[config.mk]
export PLATFORM = sky130hd
export DESIGN_NAME = execution_controller
export DESIGN_NICKNAME = d
export VERILOG_FILES = /design/src/rtl/core_pkg.sv /design/src/rtl/program_counter.sv /design/src/rtl/execution_controller.sv
export SDC_FILE = /design/constraint.sdc
export NUM_CORES = 1
export LEC_CHECK = 0
export CAP_MARGIN = 20
export CORE_ASPECT_RATIO = 1.2
export CORE_UTILIZATION = 41
export CTS_BUF_LIST = sky130_fd_sc_hd__clkbuf_16
export DETAILED_ROUTE_END_ITERATION = 10
export MAX_ROUTING_LAYER = met4
export PLACE_DENSITY = 0.8
export SYNTH_ARGS = -nofsm -noshare
export SYNTH_HDL_FRONTEND = slang
export SYNTH_SLANG_ARGS = --single-unit
export TNS_END_PERCENT = 5
[constraint.sdc]
create_clock -name clk -period 3 [get_ports clk]
set_clock_uncertainty 0.2 [all_clocks]
set_input_delay 0.6 -clock clk [delete_from_list [all_inputs] [get_ports clk]]
set_output_delay 0.6 -clock clk [all_outputs]
set_load 0.01 [all_outputs]
[src/rtl/core_pkg.sv]
// Shared definitions for the single-issue RISC-V core: datapath widths,
// execution controller state encoding and base opcode constants.
package core_pkg;

  localparam int XLEN        = 32;
  localparam int INSTR_BYTES = 4;

  localparam logic [2:0] ST_IDLE      = 3'd0;
  localparam logic [2:0] ST_FETCH     = 3'd1;
  localparam logic [2:0] ST_DECODE    = 3'd2;
  localparam logic [2:0] ST_READ      = 3'd3;
  localparam logic [2:0] ST_EXECUTE   = 3'd4;
  localparam logic [2:0] ST_WRITEBACK = 3'd5;
  localparam logic [2:0] ST_HALT      = 3'd6;

  // RV32I major opcodes (instr[6:0]) consumed by the decoder.
  localparam logic [6:0] OPC_LUI      = 7'b0110111;
  localparam logic [6:0] OPC_AUIPC    = 7'b0010111;
  localparam logic [6:0] OPC_JAL      = 7'b1101111;
  localparam logic [6:0] OPC_JALR     = 7'b1100111;
  localparam logic [6:0] OPC_BRANCH   = 7'b1100011;
  localparam logic [6:0] OPC_LOAD     = 7'b0000011;
  localparam logic [6:0] OPC_STORE    = 7'b0100011;
  localparam logic [6:0] OPC_OP_IMM   = 7'b0010011;
  localparam logic [6:0] OPC_OP       = 7'b0110011;
  localparam logic [6:0] OPC_MISC_MEM = 7'b0001111;
  localparam logic [6:0] OPC_SYSTEM   = 7'b1110011;

  // Sequential next PC; the add wraps naturally at 2^XLEN.
  function automatic logic [XLEN-1:0] pc_step(input logic [XLEN-1:0] cur);
    return cur + XLEN'(INSTR_BYTES);
  endfunction

endpackage

[src/rtl/program_counter.sv]
// Program counter register: synchronous active-low reset to RESET_PC and a
// single advance-by-one-instruction enable that wraps modulo 2^32.
module program_counter
  import core_pkg::*;
#(
  parameter logic [XLEN-1:0] RESET_PC = '0
) (
  input  logic            clk,
  input  logic            rst_n,
  input  logic            advance,
  output logic [XLEN-1:0] pc
);

  // NOTE: sequential state uses non-blocking assignments so every register
  // samples pre-edge values regardless of block ordering.
  always_ff @(posedge clk) begin
    if (!rst_n) begin
      pc <= RESET_PC;
    end else if (advance) begin
      pc <= pc_step(pc);
    end
  end

endmodule

[src/rtl/execution_controller.sv]
// Multi-cycle fetch/decode/read/execute/writeback sequencer with PC ownership.
// Optional performance counters are built when EXEC_CTRL_PERF_EN is defined.
module execution_controller
  import core_pkg::*;
#(
  parameter logic [XLEN-1:0] RESET_PC = 32'h0000_0000
) (
  input  logic            clk,
  input  logic            rst_n,
  input  logic            run,
  output logic            fetchReq,
  output logic [XLEN-1:0] fetchAddr,
  input  logic            fetchAck,
  input  logic [XLEN-1:0] fetchData,
  output logic [XLEN-1:0] instr,
  input  logic            isVI,
  input  logic            enRegWrite,
  input  logic            enALU,
  output logic            rfReadEn,
  output logic            aluEn,
  output logic            rfWriteEn,
  output logic [XLEN-1:0] pc,
  output logic            retired,
`ifdef EXEC_CTRL_PERF_EN
  output logic [31:0]     cycleCount,
  output logic [31:0]     retireCount,
`endif
  output logic            busy,
  output logic            illegal
);

  logic [2:0] state;
  logic [2:0] next_state;
  logic       wb_pending;
  logic       ex_pending;

  program_counter #(.RESET_PC(RESET_PC)) u_pc (
    .clk     (clk),
    .rst_n   (rst_n),
    .advance (state == ST_WRITEBACK),
    .pc      (pc)
  );

  // NOTE: next_state gets a default before the case so no path infers a latch.
  always_comb begin
    next_state = state;
    case (state)
      ST_IDLE:      if (run) next_state = ST_FETCH;
      ST_FETCH:     if (fetchAck) next_state = ST_DECODE;
      ST_DECODE:    next_state = isVI ? ST_READ : ST_HALT;
      ST_READ:      next_state = ST_EXECUTE;
      ST_EXECUTE:   next_state = ST_WRITEBACK;
      ST_WRITEBACK: next_state = run ? ST_FETCH : ST_IDLE;
      ST_HALT:      next_state = ST_HALT;
      default:      next_state = ST_IDLE;
    endcase
  end

  always_ff @(posedge clk) begin
    if (!rst_n) begin
      state      <= ST_IDLE;
      instr      <= '0;
      illegal    <= 1'b0;
      wb_pending <= 1'b0;
      ex_pending <= 1'b0;
    end else begin
      state <= next_state;
      if (state == ST_FETCH && fetchAck) begin
        instr <= fetchData;
      end
      // Decoder flags are captured once so later stages ignore decoder churn.
      if (state == ST_DECODE) begin
        if (!isVI) begin
          illegal <= 1'b1;
        end else begin
          wb_pending <= enRegWrite;
          ex_pending <= enALU;
        end
      end
    end
  end

  assign fetchReq  = (state == ST_FETCH);
  assign fetchAddr = pc;
  assign rfReadEn  = (state == ST_READ);
  assign aluEn     = (state == ST_EXECUTE) && ex_pending;
  assign rfWriteEn = (state == ST_WRITEBACK) && wb_pending;
  assign retired   = (state == ST_WRITEBACK);
  assign busy      = (state != ST_IDLE) && (state != ST_HALT);

`ifdef EXEC_CTRL_PERF_EN
  always_ff @(posedge clk) begin
    if (!rst_n) begin
      cycleCount  <= '0;
      retireCount <= '0;
    end else begin
      if (busy)    cycleCount  <= cycleCount + 32'd1;
      if (retired) retireCount <= retireCount + 32'd1;
    end
  end
`else
  // Counters and their ports are omitted from this build.
`endif

endmodule

### After elaboration in Yosys (flattened, before gate mapping)

Index checks and enable logic that the tools add are counted.

* memories: 0
* bits in read-only memories: 0
* register bits after elaboration: 70
* input port bits: 39
* bits in writable memories: 0
* logic and storage cells: 31
* bits in latches: 0

* multipliers: 0
* shift-type cells: 0
* equality and inequality tests: 9
* muxes and demuxes: 5
* divide/modulo/power cells: 0
* bitwise logic cells: 1
* magnitude comparators: 0
* reduce and logical (&&, ||, !) cells: 9
* add/subtract/negate cells: 1

Operators with widths (number)
* 32-bit by 3-bit adder with 32-bit output (second input constant): 1
* 3-bit one-hot mux with 7 select lines: 1
* 3-bit == test (second input constant): 3
* 3-bit two-way mux: 3
* 3-bit by 2-bit == test with 1-bit output (second input constant): 2
* 2-bit AND reduction: 3
* 1-bit logical AND: 4
* 3-bit by 1-bit == test with 1-bit output (second input constant): 1
* 3-bit zero test: 1
* 3-bit inequality test (second input constant): 1
* 3-bit nonzero test: 1
* 2-bit by 1-bit inequality test with 1-bit output (second input constant): 1
* 2-bit inequality test (second input constant): 1
* 1-bit two-way mux: 1
* 1-bit NOT: 1

### Longest topological paths before layout

* depth in word-level cells: 3
* mapped depth: 6

### Hierarchy

Synthesis repeated with hierarchy kept, for this count alone.

* cell total of the unflattened synthesis: 378
* area, all modules: 3364.5 µm²

Modules (own cells, without submodules)
* execution_controller: area each 1931.9 µm², times used 1, sequential area each 760.7 µm², cells each 214
* program_counter: area each 1432.6 µm², times used 1, sequential area each 600.6 µm², cells each 164

### Least setup slack after synthesis

OpenSTA, ideal clock, no wires.

* kind: register -> register
* start point: reg u_pc.pc[4]
* end point: reg u_pc.pc[31]
* required time: 2.730 ns
* setup time: 0.070 ns
* setup slack: 0.915 ns
* data arrival time: 1.815 ns
* buffers on the path: 1
* period minus slack after synthesis: 2.085 ns
* stages on the path, launching flop included: 6
* path through: dfxtp_1 > nand4b_2 > or4_1 > buf_2 > or4_1 > a21oi_1

* cells in the longest elaborated chain, start to end: 1

RTL lines
* from (decl): RTL line program_counter.sv:11 `output logic [XLEN-1:0] pc`
* from (signal assigned): RTL line program_counter.sv:20 `pc <= pc_step(pc);`
* 32-bit by 3-bit adder with 32-bit output: RTL line core_pkg.sv:31 `return cur + XLEN'(INSTR_BYTES);`

Every way passes these cells.
A chain may end at the register's enable or synchronous reset.

### Worst setup path after layout

* start point: reg state[2]
* end point: out aluEn

* cells in the longest elaborated chain, start to end: 2

RTL lines
* from (decl): RTL line execution_controller.sv:32 `logic [2:0] state;`
* from (signal assigned): RTL line execution_controller.sv:67 `state <= next_state;`
* 3-bit == test: RTL line execution_controller.sv:86 `assign aluEn = (state == ST_EXECUTE) && ex_pending;`
* 1-bit logical AND: RTL line execution_controller.sv:86
* to (decl): RTL line execution_controller.sv:20 `output logic aluEn,`

Every way passes these cells.

==> metrics.yaml <==
die:
  ios: 142
  die_area_mm2: 0.00782
  die_h_um: 96.7
  die_w_um: 80.9
  num_rows: 34
  core_area_mm2: 0.00723
  start_util_pct: 42.4
place:
  gp_congestion: 0.824
  dp_hpwl_um: 5620
  placement.io_buffers: 137
  dp.cells: 558
sta:
  setup_violations: 0
  worstMarginPinSlew_ns: 0.554
  clock.fmax_ghz: 0.378
  fin_tns_setup_ns: 0
  finalCritPeriodShare_pct: 88.1
  period_minus_slack_ns: 2.64
  rsz0062_at_grt: "no"
  final-hold-violation-count: 0
  final_max_slew_viol_count: 0
  slew-limit-headroom_pct: 63.1
logic_synthesis:
  ys_ff_latch: 68
  synthesis.instances: 379
  synth_edf_count: 0
  yosys.area.top_type: "dfxtp_1"
  synthTopCellsByCount: "nand2_1 (82), dfxtp_1 (68), a21oi_1 (52)"
  synth_ff_type: "dfxtp_1"
  synth_top_area_share_pct: 44.4
  syn-cell-area_mm2: 0.00306
  ys_seq_area_share_pct: 44.4
  syn_avg_cell_area_um2: 8.08
  yosysWarnings: 0
  ys_types: 37
  synth.most_common_cell: "nand2_1"
  async_flop_share_pct: 0
  ys_top_cells_by_area: "dfxtp_1 (44%), nand2_1 (10%), a21oi_1 (8.5%)"
critical_path:
  crit_cells: 3
  crit_family: "buffers and inverters"
  slowest_stage: "clkdlybuf4s50_1"
  worstSetupPathType: "reg2out"
  critPathMaxFanout: 9
  worstPathArrival_ns: 1.84
  critPathMaxStageDelay_ns: 0.57
  reg2reg_to: "u_pc.pc[31]"
  path_cells: "or2b_1 > nor3b_1 > clkdlybuf4s50_1"
  r2r_slack_ns: 0.55
  rr_worst_depth: 4
  cp-end-kind: "primary output"
  crit_required_ns: 2.20
  rr_startpoint: "state[2]"
  endpoint: "aluEn"
  worstSetupStartpointType: "register"
  cp_num_buf_inv: 1
  crit_start: "state[2]"
finish:
  stdcell_count: 574
  drive_above_1_share_pct: 4.13
  multi_input_area_mm2: 0.00136
  regArea_mm2: 0.00136
  layout.nets: 519
  syn2layout_area_growth_pct: 47.8
  n_fill_cell: 629
  diodes: 0
global_routing:
  overflow: 0
  grt_usage_pct: 21.1
  antenna_found_initial: 0
  grt_pass1_wl_um: 12700
  grt_max_degree: 33
  grt_pass1_vias: 2782
clocking:
  cts_tree: "built"
  post_cts_buffers: 0
  htree_levels: 3
  hold_buffers: 0
  clkSlewWorstSetupHoldPaths_ns: 0.06
  clk_path_buf_depth: 2
  clk_latency_ns: 0.33
  ctsResizeCount: 0
  numCtsBuffers: 9
  cts_sinks: 68
  cts_root_buffer: "clkbuf_16"
status:
  outcome: "completed"
routing:
  vias: 3004
  drt_wl_total_um: 7730
  initialDrtViolationCount: 120
  drc: 0
  vias_per_cell: 5.23
  wl_per_cell_um: 13.5
  ant_nets: 0
  first_pass_iters: 5
power_and_ir_drop:
  peakVddDrop_v: 0.000345
  power_leakage_nw: 1.52
  power_density_mw_per_mm2: 459
min_path:
  hold_depth: 2
  min_path_type: "reg2reg"
job:
  drv_cap: 0
[worst min-delay path by stage]
stage	startpoint	to	slack [ns]
5_1_grt	instr[28]	instr[28]	0.27
3_3_place_gp	instr[19]	instr[19]	0.24
6_report	instr[28]	instr[28]	0.25
2_1_floorplan	wb_pending	wb_pending	0.25
3_5_place_dp	instr[13]	instr[13]	0.25
4_1_cts	instr[13]	instr[13]	0.25
[kinds of logic after synthesis]
group                      count (synthesis)  synth area share (%)
other                                      1                 0.122
buffers and inverters                     59                  11.4
DFF                                       68                  44.4
AOI/OAI and AO/OA                         75                  13.5
and+or+nand+nor                          162                  26.2
muxes                                      4                  1.31
adders and majority gates                  1                 0.408
xor gates and xnor gates                   9                  2.57
[where the power goes]
group          leakage [nW]  internal [mW]  total, mW  switching [mW]
Combinational         0.839          0.116      0.209          0.0926
Clock                 0.134          0.546      0.923           0.377
Sequential            0.550          0.929      0.946          0.0168
Total                  1.52           1.59       2.08           0.487
[registers in the layout, summed over array words and instances, names as in the netlist]
register / count
ex_pending: 1
illegal: 1
instr: 32
state: 3
u_pc.pc: 30
wb_pending: 1
[metrics by stage]
step / setup slack (ns) / utilization [%] / hold slack [ns] / power [mW] / cell area, µm²
finish: 0.357 / 62.6 / 0.251 / 2.08 / 4530
global placement: 0.648 / 59.0 / 0.240 / 1.17 / 4270
CTS: 0.360 / 62.6 / 0.253 / 2.09 / 4530
detailed placement: 0.562 / 59.0 / 0.246 / 1.17 / 4270
global route: 0.297 / 62.6 / 0.269 / 2.16 / 4530
floorplan: 0.915 / - / 0.252 / 1.05 / 3070
[cells in the final DEF (no fill, tap or decap), types with 4 or more instances in the layout]
| master | Yosys | routed |
|---|---|---|
| dfxtp_1 | 68 | 68 |
| and2_1 | 4 | 4 |
| clkbuf_16 | 0 | 9 |
| clkdlybuf4s50_1 | 0 | 137 |
| nand4_1 | 11 | 11 |
| xor2_1 | 7 | 7 |
| mux2i_1 | 4 | 4 |
| o31ai_1 | 12 | 12 |
| conb_1 | 1 | 4 |
| nor2_1 | 16 | 16 |
| nand3_1 | 8 | 8 |
| nand2_1 | 82 | 82 |
| o21ai_0 | 8 | 8 |
| or3_1 | 7 | 7 |
| a21oi_1 | 52 | 52 |
| or4_1 | 14 | 14 |
| clkinv_2 | 0 | 4 |
| inv_1 | 4 | 4 |
[area by class of cell]
cell class	instances	area share [%]
timing repair buffer	141	31.2
multi-input combinational	255	30.1
sequential	68	30.1
clock buffer	9	4.98
tap	90	2.49
clock inverter	7	0.774
inverter	4	0.332
[worst min-delay path, cell delays in order (launching register included)]
cell	delay [ns]
dfxtp_1	0.30
nand2_1	0.05
a21oi_1	0.05
[per-layer routing]
layer,up-vias,share of wire [%],track usage (%)
li1,1473,-,-
met1,1392,41,23.7
met2,128,49,34.0
met3,11,8.8,6.23
met4,0,1.6,9.62
met5,-,0,-
No activity file was read; power rests on OpenSTA's default activity.
==> patch: new RTL, same settings <==
Change the package constant `XLEN` from 32 to 64.
--- a/src/rtl/core_pkg.sv
+++ b/src/rtl/core_pkg.sv
@@ -3,5 +3,5 @@
 package core_pkg;
 
-  localparam int XLEN        = 32;
+  localparam int XLEN        = 64;
   localparam int INSTR_BYTES = 4;
 
Interface: changed (resized fetchAddr, fetchData, instr and pc); port bits go from 142 to 270. The function was not compared with the original's and may differ.
==> patch against the unedited design <==
  * The flow now finishes with violations (DRC)
  * Cell area grew 96%
  * Clock power increased by 120%
  * Synthesized area is 93% higher
  * Synthesized cell count increased by 94%
  * Power up 100%
  * Setup slack lost 0.15 ns
  * Critical path depth rose by 2
  * Via count grew 88%
  * Routed wire length rose by 110%
  * Count of clock-buffer cells in the layout up 8
  * Sequential cell count up 64
  * Critical path type unchanged
  * Largest cell class unchanged
==> patch: results (changes against the unedited design) <==
* NumNets Final at 1008 (was 519)
* Placed instance area at 8310 um2 (was 4270 um2)
* H-tree depth at 4 (was 3)
* CP Max Fanout at 9 (unchanged)
* Final Wtd Congestion at 0.775 (was 0.824)
* Root Driver: clkbuf_16 (unchanged)
* DR iter-0 viols at 354 (was 120)
* Family with the most delay on the worst path: buffers and inverters (unchanged)
* Largest net degree at the start of global routing at 52 (was 33)
* Largest cells by area after synthesis: dfxtp_1, nand2_1, buf_4 (was dfxtp_1, nand2_1, a21oi_1)
* Post-synthesis sequential area ratio at 44.8% (was 44.4%)
* Vias/cell at 5.05 (was 5.23)
* Gr usage total at 21.9% (was 21.1%)
* Hold depth at 2 (unchanged)
* Number of global-route vias before repair at 5215 (was 2782)
* Total Routed Length at 16000 um (was 7730 um)
* DRC viols at 15 (was 0)
* Status: complete, but fails checks (was completed)
* Hold WC Path Type: flop to flop (unchanged)
* Clock transition at path regs at 0.06 ns (about the same)
* Synth cell count leaders: nand2_1, dfxtp_1, a21oi_1, buf_4, nor2_1 (was nand2_1, dfxtp_1, a21oi_1, buf_4, clkbuf_1)
* Top sig layer: met4 (unchanged)
* R2R cell count at 5 (was 4)
* Clk_lat worst skew at 0.41 ns (was 0.33 ns)
* Synth warn at 0 (unchanged)
* Failing checks: DRC
* Antenna violations before repair at 0 (unchanged)
* Final HPWL DP at 11400 um (was 5620 um)
* # Post-CTS Setup Buffers at 0 (unchanged)
* DRT Pass-1 Iters at 8 (was 5)
* Maximum VDD drop at 0.000321 V (was 0.000345 V)
* Top_reg_cell synth: dfxtp_1 (unchanged)
* Cts repair resizes at 0 (unchanged)
* CP arrival at 2.00 ns (was 1.84 ns)
* Post-synthesis cell type count at 37 (unchanged)
* N_diodes at 0 (unchanged)
* CTS Buffer Depth at 2 (unchanged)
* Crit-path slowest cell: clkdlybuf4s50_1 (unchanged)
* Leak at 3.00 nW (was 1.52 nW)
* Inserted Clock Buffers at 17 (was 9)
* First-pass GRT wire length at 25200 um (was 12700 um)
* Port Buffers at 265 (was 137)
* Layout cells sized above 1 at 6.01% (was 4.13%)
* Biggest regs: instr: 64 flops, u_pc.pc: 62 flops, state: 3 flops (was instr: 32 flops, u_pc.pc: 30 flops, state: 3 flops)
* Met2 wire len at 8030 um (was 3770 um)
* Met3 Wirelength at 1100 um (was 678 um)
* Max incr delay on CP at 0.53 ns (was 0.57 ns)
* Least-Margin Pin Slew at 0.578 ns (was 0.554 ns)
* M1 wire length at 6560 um (was 3160 um)
* Share of flip-flops with an asynchronous set or reset at 0% (unchanged)
[patch: cell families after synthesis]
kind of cell,synth area share (%)
other,0.0635
buffers and inverters,11.6
XOR/XNOR,5.19
multiplexers,1.19
flip-flops,44.8
adder cells (fa/ha/maj),0.212
AND/OR/NAND/NOR,26.7
AO/OA/AOI/OAI,10.3
[patch: stage by stage]
stage | worst slack [ns] | total power, W | hold slack (ns) | instances
final | 0.203 | 0.00424 | 0.250 | 1120
after detailed placement | 0.353 | 0.00225 | 0.246 | 1088
after global routing | 0.0359 | 0.00440 | 0.272 | 1120
after floorplan | 0.655 | 0.00202 | 0.252 | 737
after global placement | 0.401 | 0.00225 | 0.240 | 1088
after CTS | 0.00155 | 0.00430 | 0.254 | 1120
[patch: final cells by class]
class	instances	area [um2]
multi-input cells	490	2590
clock buffers	17	425
clock inverters	15	158
fillers	1152	5050
well taps	171	214
flip-flops and latches	132	2640
repair buffers	279	2800
inverters	16	62.6
[patch: worst paths after layout]
check,slack [ns],end,start
max,0.20,rfWriteEn,state[0]$_SDFFE_PN0P_
min,0.25,instr[14]$_SDFFE_PN0P_,instr[14]$_SDFFE_PN0P_
max reg2reg,0.34,u_pc.pc[63]$_SDFFE_PN0N_,u_pc.pc[6]$_SDFFE_PN0N_
min reg2reg,0.25,instr[14]$_SDFFE_PN0P_,instr[14]$_SDFFE_PN0P_
[patch: report_power, final]
| part | leakage [nW] | switching [W] | internal (W) |
|---|---|---|---|
| sequential | 1.07 | 0.0000280 | 0.00180 |
| combinational | 1.66 | 0.000176 | 0.000209 |
| clock | 0.278 | 0.000803 | 0.00123 |
| total | 3.00 | 0.00101 | 0.00324 |
[patch: per-layer routing]
metal  vias to the layer above  track usage (%)
met4                         0             8.78
met2                       218             36.5
met1                      2599             24.7
li1                       2817                -
met5                         -                -
met3                        21             6.28
